<file path="src/rtl/mem_bus_arbiter_pkg.sv">
// mem_bus_arbiter_pkg: shared bus constants, arbitration mode and address-region helper
package mem_bus_arbiter_pkg;
    localparam logic [1:0] IO_REGION  = 2'b11;
    localparam int         IO_SEL_W   = 3;
    localparam int         BUS_DATA_W = 8;

    typedef enum logic {
        ARB_FIXED = 1'b0,
        ARB_RR    = 1'b1
    } arb_mode_e;

    function automatic logic is_io_region(input logic [1:0] region);
        return region == IO_REGION;
    endfunction
endpackage

</file>
<file path="src/rtl/mem_bus_arbiter_rr_arbiter.sv">
// rr_arbiter: one-hot grant of the first request found scanning upward (with wrap) from a start index
module rr_arbiter
    import mem_bus_arbiter_pkg::*;
#(
    parameter int N  = 3,
    parameter int IW = (N > 1) ? $clog2(N) : 1
) (
    input  logic [N-1:0]  req,
    input  logic [IW-1:0] ptr,
    input  arb_mode_e     mode,
    output logic [N-1:0]  gnt
);
    int start;
    int j;

    // scan offsets from high to low so the smallest offset from the start index wins
    always_comb begin
        start = (mode == ARB_RR) ? int'(ptr) : 0;
        j = 0;
        gnt = '0;
        for (int k = N - 1; k >= 0; k--) begin
            j = start + k;
            if (j >= N) j = j - N;
            if (req[j]) gnt = N'(1) << j;
        end
    end
endmodule

</file>
<file path="src/rtl/mem_bus_arbiter.sv">
// mem_bus_arbiter: N-master byte-bus arbiter with burst locking, RAM/IO decode and read-data return
module mem_bus_arbiter
    import mem_bus_arbiter_pkg::*;
#(
    parameter int NUM_MASTERS    = 3,
    parameter int ADDR_WIDTH     = 32,
    parameter int RAM_ADDR_WIDTH = 17,
    parameter int RR_MODE        = 1,
    parameter int LOCK_MAX       = 8
) (
    input  logic                              clk_in,
    input  logic                              rst_in,
    input  logic                              rdy_in,
    input  logic [NUM_MASTERS-1:0]            m_req,
    input  logic [NUM_MASTERS-1:0]            m_wr,
    input  logic [NUM_MASTERS-1:0]            m_lock,
    input  logic [NUM_MASTERS*ADDR_WIDTH-1:0] m_addr,
    input  logic [NUM_MASTERS*BUS_DATA_W-1:0] m_dout,
    output logic [NUM_MASTERS-1:0]            m_gnt,
    output logic [NUM_MASTERS-1:0]            m_rvalid,
    output logic [BUS_DATA_W-1:0]             m_rdata,
    output logic                              ram_en,
    output logic                              ram_wr,
    output logic [RAM_ADDR_WIDTH-1:0]         ram_a,
    output logic [BUS_DATA_W-1:0]             ram_dout,
    input  logic [BUS_DATA_W-1:0]             ram_din,
    output logic                              io_en,
    output logic                              io_wr,
    output logic [IO_SEL_W-1:0]               io_sel,
    output logic [BUS_DATA_W-1:0]             io_dout,
    input  logic [BUS_DATA_W-1:0]             io_din,
    input  logic                              io_full
);
    localparam int N  = NUM_MASTERS;
    localparam int AW = ADDR_WIDTH;
    localparam int DW = BUS_DATA_W;
    localparam int IW = (N > 1) ? $clog2(N) : 1;
    localparam int CW = $clog2(LOCK_MAX + 1);
    localparam arb_mode_e MODE = (RR_MODE != 0) ? ARB_RR : ARB_FIXED;

    logic [N-1:0]  is_io;
    logic [N-1:0]  elig;
    logic [N-1:0]  cand;
    logic [N-1:0]  arb_gnt;
    logic [IW-1:0] gidx;
    logic          gnt_any;
    logic [AW-1:0] g_addr;
    logic [DW-1:0] g_dout;
    int            run;
    logic          unused_addr;

    logic [IW-1:0] ptr_q, ptr_d;
    logic          lock_vld_q, lock_vld_d;
    logic [IW-1:0] lock_own_q, lock_own_d;
    logic [CW-1:0] lock_cnt_q, lock_cnt_d;
    logic          excl_vld_q, excl_vld_d;
    logic [IW-1:0] excl_own_q, excl_own_d;
    logic          rsp_valid_q, rsp_valid_d;
    logic [IW-1:0] rsp_master_q, rsp_master_d;
    logic          rsp_is_io_q, rsp_is_io_d;

    assign unused_addr = ^m_addr;

    // per-master region decode; IO writes are held back while the IO buffer is full
    always_comb begin
        is_io = '0;
        elig = '0;
        for (int i = 0; i < N; i++) begin
            is_io[i] = is_io_region(m_addr[i*AW+RAM_ADDR_WIDTH-1 +: 2]);
            elig[i] = m_req[i] & ~(is_io[i] & m_wr[i] & io_full);
        end
    end

    // a live lock leaves only its owner in the race; a force-released owner sits out one round
    assign cand = lock_vld_q ? (elig & (N'(1) << lock_own_q)) :
                  excl_vld_q ? (elig & ~(N'(1) << excl_own_q)) : elig;

    rr_arbiter #(.N(N), .IW(IW)) u_arb (
        .req  (cand),
        .ptr  (ptr_q),
        .mode (MODE),
        .gnt  (arb_gnt)
    );

    assign m_gnt = (rdy_in & ~rst_in) ? arb_gnt : '0;

    // steer the granted master onto the RAM or IO port; an idle bus drives all zeros
    always_comb begin
        gidx = '0;
        for (int i = 0; i < N; i++) if (m_gnt[i]) gidx = IW'(i);
        gnt_any = |m_gnt;
        g_addr = gnt_any ? m_addr[gidx*AW +: AW] : '0;
        g_dout = gnt_any ? m_dout[gidx*DW +: DW] : '0;
        ram_en = gnt_any & ~is_io[gidx];
        io_en = gnt_any & is_io[gidx];
        ram_wr = ram_en & m_wr[gidx];
        io_wr = io_en & m_wr[gidx];
        ram_a = g_addr[RAM_ADDR_WIDTH-1:0];
        io_sel = g_addr[IO_SEL_W-1:0];
        ram_dout = g_dout;
        io_dout = g_dout;
    end

    // next state: rr pointer, lock owner and run length, one-round exclusion, read response
    always_comb begin
        ptr_d = ptr_q;
        lock_vld_d = lock_vld_q;
        lock_own_d = lock_own_q;
        lock_cnt_d = lock_cnt_q;
        excl_vld_d = excl_vld_q;
        excl_own_d = excl_own_q;
        run = 0;
        rsp_valid_d = gnt_any & ~m_wr[gidx];
        rsp_master_d = gidx;
        rsp_is_io_d = is_io[gidx];
        if (rdy_in) begin
            excl_vld_d = 1'b0;
            if (gnt_any) begin
                run = lock_vld_q ? int'(lock_cnt_q) + 1 : 1;
                if (!lock_vld_q) ptr_d = (gidx == IW'(N - 1)) ? '0 : gidx + 1'b1;
                lock_vld_d = m_lock[gidx] && (run < LOCK_MAX);
                lock_own_d = gidx;
                lock_cnt_d = lock_vld_d ? CW'(run) : '0;
                if (m_lock[gidx] && run >= LOCK_MAX) begin
                    excl_vld_d = 1'b1;
                    excl_own_d = gidx;
                end
            end
        end
    end

    // state registers; reset drops any burst and any read still in flight
    always_ff @(posedge clk_in or posedge rst_in) begin
        if (rst_in) begin
            ptr_q <= '0;
            lock_vld_q <= 1'b0;
            lock_own_q <= '0;
            lock_cnt_q <= '0;
            excl_vld_q <= 1'b0;
            excl_own_q <= '0;
            rsp_valid_q <= 1'b0;
            rsp_master_q <= '0;
            rsp_is_io_q <= 1'b0;
        end else begin
            ptr_q <= ptr_d;
            lock_vld_q <= lock_vld_d;
            lock_own_q <= lock_own_d;
            lock_cnt_q <= lock_cnt_d;
            excl_vld_q <= excl_vld_d;
            excl_own_q <= excl_own_d;
            rsp_valid_q <= rsp_valid_d;
            rsp_master_q <= rsp_master_d;
            rsp_is_io_q <= rsp_is_io_d;
        end
    end

    assign m_rvalid = rsp_valid_q ? (N'(1) << rsp_master_q) : '0;
    assign m_rdata = rsp_valid_q ? (rsp_is_io_q ? io_din : ram_din) : '0;
endmodule

</file>
<file path="config.mk">
export PLATFORM = sky130hd
export DESIGN_NAME = mem_bus_arbiter
export DESIGN_NICKNAME = d
export VERILOG_FILES = /design/src/rtl/mem_bus_arbiter_pkg.sv /design/src/rtl/mem_bus_arbiter_rr_arbiter.sv /design/src/rtl/mem_bus_arbiter.sv
export SDC_FILE = /design/constraint.sdc
export NUM_CORES = 1
export LEC_CHECK = 0
export CAP_MARGIN = 30
export CORE_MARGIN = 3
export CORE_UTILIZATION = 30
export CTS_CLUSTER_SIZE = 30
export DETAILED_ROUTE_END_ITERATION = 8
export GPL_ROUTABILITY_DRIVEN = 0
export HOLD_SLACK_MARGIN = 0.03
export PLACE_DENSITY = 0.77
export SLEW_MARGIN = 40
export SYNTH_ARGS = -nofsm -noshare
export SYNTH_HDL_FRONTEND = slang
export SYNTH_SLANG_ARGS = --single-unit
</file>
<file path="constraint.sdc">
create_clock -name clk_in -period 3.75 [get_ports clk_in]
set_input_delay 0.375 -clock clk_in [delete_from_list [all_inputs] [get_ports clk_in]]
set_output_delay 0.375 -clock clk_in [all_outputs]
set_load 0.05 [all_outputs]
</file>
### After elaboration in Yosys (flattened, before gate mapping)

Index checks and enable logic that the tools add are counted.

* output and inout port bits: 54
* register bits: 16

* $add $sub $neg: 7
* order comparisons: 9
* bitwise logic cells: 25
* equal/unequal tests: 4
* reduce and logical (&&, ||, !) cells: 6
* mux-type cells: 36
* shift-type cells: 8

Operators by type and width (number)
* $lt 32x4->1 const B: 3
* $mux 32: 3
* $shiftx 96x8->17: 1
* $shl 1x32->3 const A: 3
* $ge 32x3->1 const B: 2
* $sub 32x3->32 const B: 2
* $mux 8: 3
* $shiftx 24x6->8: 1
* $mux 3: 7
* $mux 17: 1
* $and 1x1->1: 15
* $bmux 1 s2: 6
* $mux 1: 12
* $shl 1x2->3 const A: 3
* $eq 2x2->1 const B: 4
* $not 1->1: 7
* $and 3x3->3: 2
* $reduce_and 3->1: 2
* $add 4x1->5 const B: 1
* $ge 5x4->1 const B: 1
* $lt 5x4->1 const B: 1
* $mux 5: 1
* $mux 2: 2
* $mux 4: 1
* 10 further kinds: 11

### Depth between registers and ports, before layout

* word-level depth: 22
* mapped depth: 13
* gate-level depth less buffers: 12

### Modules after synthesis

From an unflattened synthesis, not the netlist that was laid out.

* cell total of the unflattened synthesis: 272
* area total of the unflattened synthesis: 2030.7 um2

Modules (own cells, without submodules)
* mem_bus_arbiter: seq. area each 400.4 um2, area each 1798.0 um2, cells each 239, instances 1
* rr_arbiter: seq. area each 0.0 um2, area each 232.7 um2, cells each 33, instances 1

### Least setup slack after synthesis

No wires, ideal clock.

* kind: register to output
* start point: register ptr_q[0]
* end point: output port ram_dout[0]
* cell stages (with the launch flop): 13
* setup slack: -0.478 ns
* arrival: 3.853 ns
* data required time: 3.375 ns
* cell sequence: dfrtp_1 inv_1 ha_1 clkbuf_1 inv_1 or3_1 o2111ai_1 o21ai_2 nor2_1 buf_2 mux2i_1 a211oi_1 buf_4

* word-level cells in the longest chain between the ends: 14
* elaborated cells on any way between the ends: 32
* classes of those cells: 5 x add/sub; 3 x order compare; 4 x shift; 19 x mux; 1 x reduce/logical

Ends and longest elaborated chain
* start, declared: line mem_bus_arbiter.sv:52 `logic [IW-1:0] ptr_q, ptr_d;`
* start signal, assigned: line mem_bus_arbiter.sv:145 `ptr_q <= ptr_d;`
* $add 2x2->3: line mem_bus_arbiter_rr_arbiter.sv:22 `j = start + k;`
* $sub 32x3->32 / $ge 32x3->1 (equally long branches): line mem_bus_arbiter_rr_arbiter.sv:23 `if (j >= N) j = j - N;`
* $mux 32: line mem_bus_arbiter_rr_arbiter.sv:23
* $bmux 1 s2: line mem_bus_arbiter_rr_arbiter.sv:24 `if (req[j]) gnt = N'(1) << j;`
* $mux 1 (not written as such) (2 in series): line mem_bus_arbiter_rr_arbiter.sv:24
* $mux 3 (2 in series): line mem_bus_arbiter_rr_arbiter.sv:24
* $mux 3 *: line mem_bus_arbiter_rr_arbiter.sv:24
* $mux 3 *: line mem_bus_arbiter.sv:85 `assign m_gnt = (rdy_in & ~rst_in) ? arb_gnt : '0;`
* $mux 1: line mem_bus_arbiter.sv:90 `for (int i = 0; i < N; i++) if (m_gnt[i]) gidx = IW'(i);`
* $mux 2: line mem_bus_arbiter.sv:90
* $shiftx 24x6->8: line mem_bus_arbiter.sv:93 `g_dout = gnt_any ? m_dout[gidx*DW +: DW] : '0;`
* $mux 8 *: line mem_bus_arbiter.sv:93
* end, declared: line mem_bus_arbiter.sv:25 `output logic [BUS_DATA_W-1:0] ram_dout,`

Mark *: on every way between the ends. The rest lies on a longest branch, timed or not. The select of a mux whose other input is x is not followed.

### Worst setup path in the final report

* start point: register lock_vld_q
* end point: output port ram_dout[1]

* word-level cells in the longest chain between the ends: 12
* elaborated cells on any way between the ends: 19
* classes of those cells: 1 x shift; 17 x mux; 1 x reduce/logical

Ends and longest elaborated chain
* start, declared: line mem_bus_arbiter.sv:53 `logic lock_vld_q, lock_vld_d;`
* start signal, assigned: line mem_bus_arbiter.sv:146 `lock_vld_q <= lock_vld_d;`
* $mux 3 *: line mem_bus_arbiter.sv:75 `assign cand = lock_vld_q ? (elig & (N'(1) << lock_own_q)) :`
* $bmux 1 s2: line mem_bus_arbiter_rr_arbiter.sv:24
* $mux 1 (not written as such) (2 in series): line mem_bus_arbiter_rr_arbiter.sv:24
* $mux 3 (2 in series): line mem_bus_arbiter_rr_arbiter.sv:24
* $mux 3 *: line mem_bus_arbiter_rr_arbiter.sv:24
* $mux 3 *: line mem_bus_arbiter.sv:85
* $mux 1: line mem_bus_arbiter.sv:90
* $mux 2: line mem_bus_arbiter.sv:90
* $shiftx 24x6->8: line mem_bus_arbiter.sv:93
* $mux 8 *: line mem_bus_arbiter.sv:93

Marked as above.

==> flow_metrics.tcl <==
set metrics [dict create \
    io_pins 203 \
    antenna_found_initial 0 \
    cts_made_buffers 3 \
    setup_violations 0 \
    crit_path_end_kind "output port" \
    netlist.area_leader.share 0.194 \
    cp_top_family "simple AND/OR/NAND/NOR gates" \
    clockBufferDepth 2 \
    dieArea_sq_mm 0.00793 \
    drive_above_1_share 0.247 \
    antenna_left 0 \
    crit_type "register to output port" \
    slew_headroom 0.610 \
    netlist_instances 257 \
    grt_overflow_total 0 \
    synth_edf_count 0 \
    htreeDepth 1 \
    critPathMaxFanout 21 \
    worst-path-buf-inv 2 \
    status "completed" \
    maxSlewViolCount 0 \
    synth_nets 411 \
    fin_crit_sh 0.961 \
    cts_hold_buf 0 \
    vias 2555 \
    core-area_sq_mm 0.00653 \
    clkTransAtPathRegs_ps 60 \
    irDropWorstVdd_v 0.000387 \
    chipWidth_um 89.0 \
    synth_area_leader_cell "dfrtp_1" \
    final_cell_mix "118 x clkdlybuf4s50_1, 40 x buf_12, 35 x nor2_1" \
    ys_seq_area_frac 0.194 \
    nNetsFinal 560 \
    clk-insertion-delay-late_ps 250 \
    initial_core_util 0.317 \
    whs_ps 519 \
    rows 29 \
    ys_warn_count 0 \
    design_area_sq_mm 0.00428 \
    synth.avg_cell_area_sq_um 8.05 \
    ys_types 59 \
    path_cells "or4b_4 > nand4_2 > or2_2 > o2111ai_1 > o311a_2 > a31oi_4 > buf_4 > nor2_1 > buf_12" \
    synth_area_leaders "dfrtp_1 19%, mux2i_1 14%, a211oi_1 8.0%" \
    crit_slowest_cell "or4b_4" \
    fill_cells 524 \
    power_w 0.00296 \
    hold_violations 0 \
    place_hpwl_um 6760 \
    cts-root-buf "clkbuf_8" \
    tightest_slew_ps 585 \
    critPathRequiredTime_ps 3380 \
    n_antenna_cell 0 \
    grt_pass1_wl_um 11900 \
    grtUsageTotal 0.187 \
    cts_tree "yes" \
    synth_flop_cell "dfrtp_1" \
    final.min_clock_period_ps 3610 \
    drtPass1Iterations 4 \
    chipHeight_um 89.0 \
    fmax_mhz 277 \
    port_buffers 160 \
    dpl_cell_area_sq_mm 0.00418 \
    ys_async_sr_fraction 1.00 \
    timing.setup.tns_ps 0 \
    hold_class "register to register" \
    max_stage_delay_ps 530 \
    syn_area_sq_mm 0.00207 \
    power.density_mw_per_mm2 691 \
    cp_data_arrival_time_ps 3230 \
    p_leak_nw 1.67 \
    ys_ff_latch 16 \
    cap_viol_max_count 0 \
    routedWlPerCell_um 16.4 \
    utilization 0.655 \
    synthToLayoutAreaGrowth_pct 107 \
    clock_sinks 16 \
    drc 0 \
    skew_ps 3.00 \
    viasPerCell 5.30 \
    grt_pass1_vias 2566 \
    start_kind "register" \
    layout.cells.most_common "clkdlybuf4s50_1" \
    postRouteWirelength_um 7900 \
    grt_max_degree 23 \
    dr.first_iter.drc_count 147 \
    rsz0062_at_grt "true" \
]
[cell families after synthesis]
kind of cell,count (synthesis),share of synthesized area
buffers and inverters,39,0.0992
adder cells (fa/ha/maj),5,0.0302
AND/OR/NAND/NOR,99,0.260
AO/OA/AOI/OAI,68,0.270
flip-flops,16,0.194
multiplexers,30,0.148
[metrics by stage]
| stage | instances | setup WS (ps) |
|---|---|---|
| 2_1_floorplan | 257 | 53.0 |
| 3_3_place_gp | 477 | 138 |
| 3_5_place_dp | 477 | 108 |
| 4_1_cts | 481 | 32.4 |
| 5_1_grt | 482 | -11.7 |
| 6_report | 482 | 145 |
[cells in the mapped netlist (2+ instances only)]
master / count
nand3b_1: 2
inv_1: 9
clkbuf_1: 9
o31ai_1: 4
a21oi_1: 4
buf_4: 13
a211oi_1: 22
nand2b_1: 6
and2_1: 5
dfrtp_1: 16
o21a_1: 2
ha_1: 5
and3_1: 2
a222oi_1: 5
o2111ai_1: 2
nor2_1: 36
o21ai_0: 6
or4b_4: 2
nor2b_1: 12
nand2_1: 15
buf_2: 7
nand4_1: 2
or2_2: 5
a31oi_2: 2
mux2i_1: 29
nor3_1: 2
[worst paths after layout]
path / startpoint / to / slack [ps] / depth (start not counted)
min in group asynchronous: rst_in / excl_vld_q / 540 / 2
max reg2reg: lock_vld_q / excl_own_q[0] / 510 / 9
min: lock_cnt_q[1] / lock_cnt_q[1] / 520 / 2
max in group asynchronous: rst_in / lock_vld_q / 2800 / 2
min reg2reg: lock_cnt_q[1] / lock_cnt_q[1] / 520 / 2
max: lock_vld_q / ram_dout[1] / 140 / 9
[where the power goes]
group | switching [W] | internal, W | total (W)
clock network | 0.0000554 | 0.0000930 | 0.000148
registers | 0.0000721 | 0.000223 | 0.000295
logic | 0.00140 | 0.00111 | 0.00251
[what timing repair did]
item | CTS | global route
buffers inserted | 0 | 1
resized for setup | 2 | 8
pin swaps | 0 | 10
setup endpoints to repair | 1 | 39
hold endpoints to repair | 0 | 0
[per-layer routing]
layer  up-vias  GRT usage  routed length (um)
met1      1177      0.207                2780
met4         0     0.0244                  70
met3         9     0.0719                 942
li1       1237          -                   -
met2       132      0.349                4110
met5         -          0                   0
[tightest hold or removal path, stage by stage (launching register included)]
cell     delay (ps)
dfrtp_1         360
nand2_1          60
o31ai_1          60
[flip-flops by register name (all words and copies together), names as in the netlist]
signal,cells
rsp_is_io_q,1
lock_vld_q,1
excl_vld_q,1
rsp_master_q,2
ptr_q,2
lock_own_q,2
excl_own_q,2
rsp_valid_q,1
lock_cnt_q,4
[cell type report]
cell class / count / area, sq um / share of cell area
multi-input cells: 202 / 1590 / 0.372
well taps: 77 / 96.3 / 0.0225
inverters: 10 / 38.8 / 0.00906
flip-flops and latches: 16 / 402 / 0.0938
repair buffers: 173 / 2100 / 0.490
clock buffers: 4 / 55.1 / 0.0129
Power figures use the tool's default switching activity.
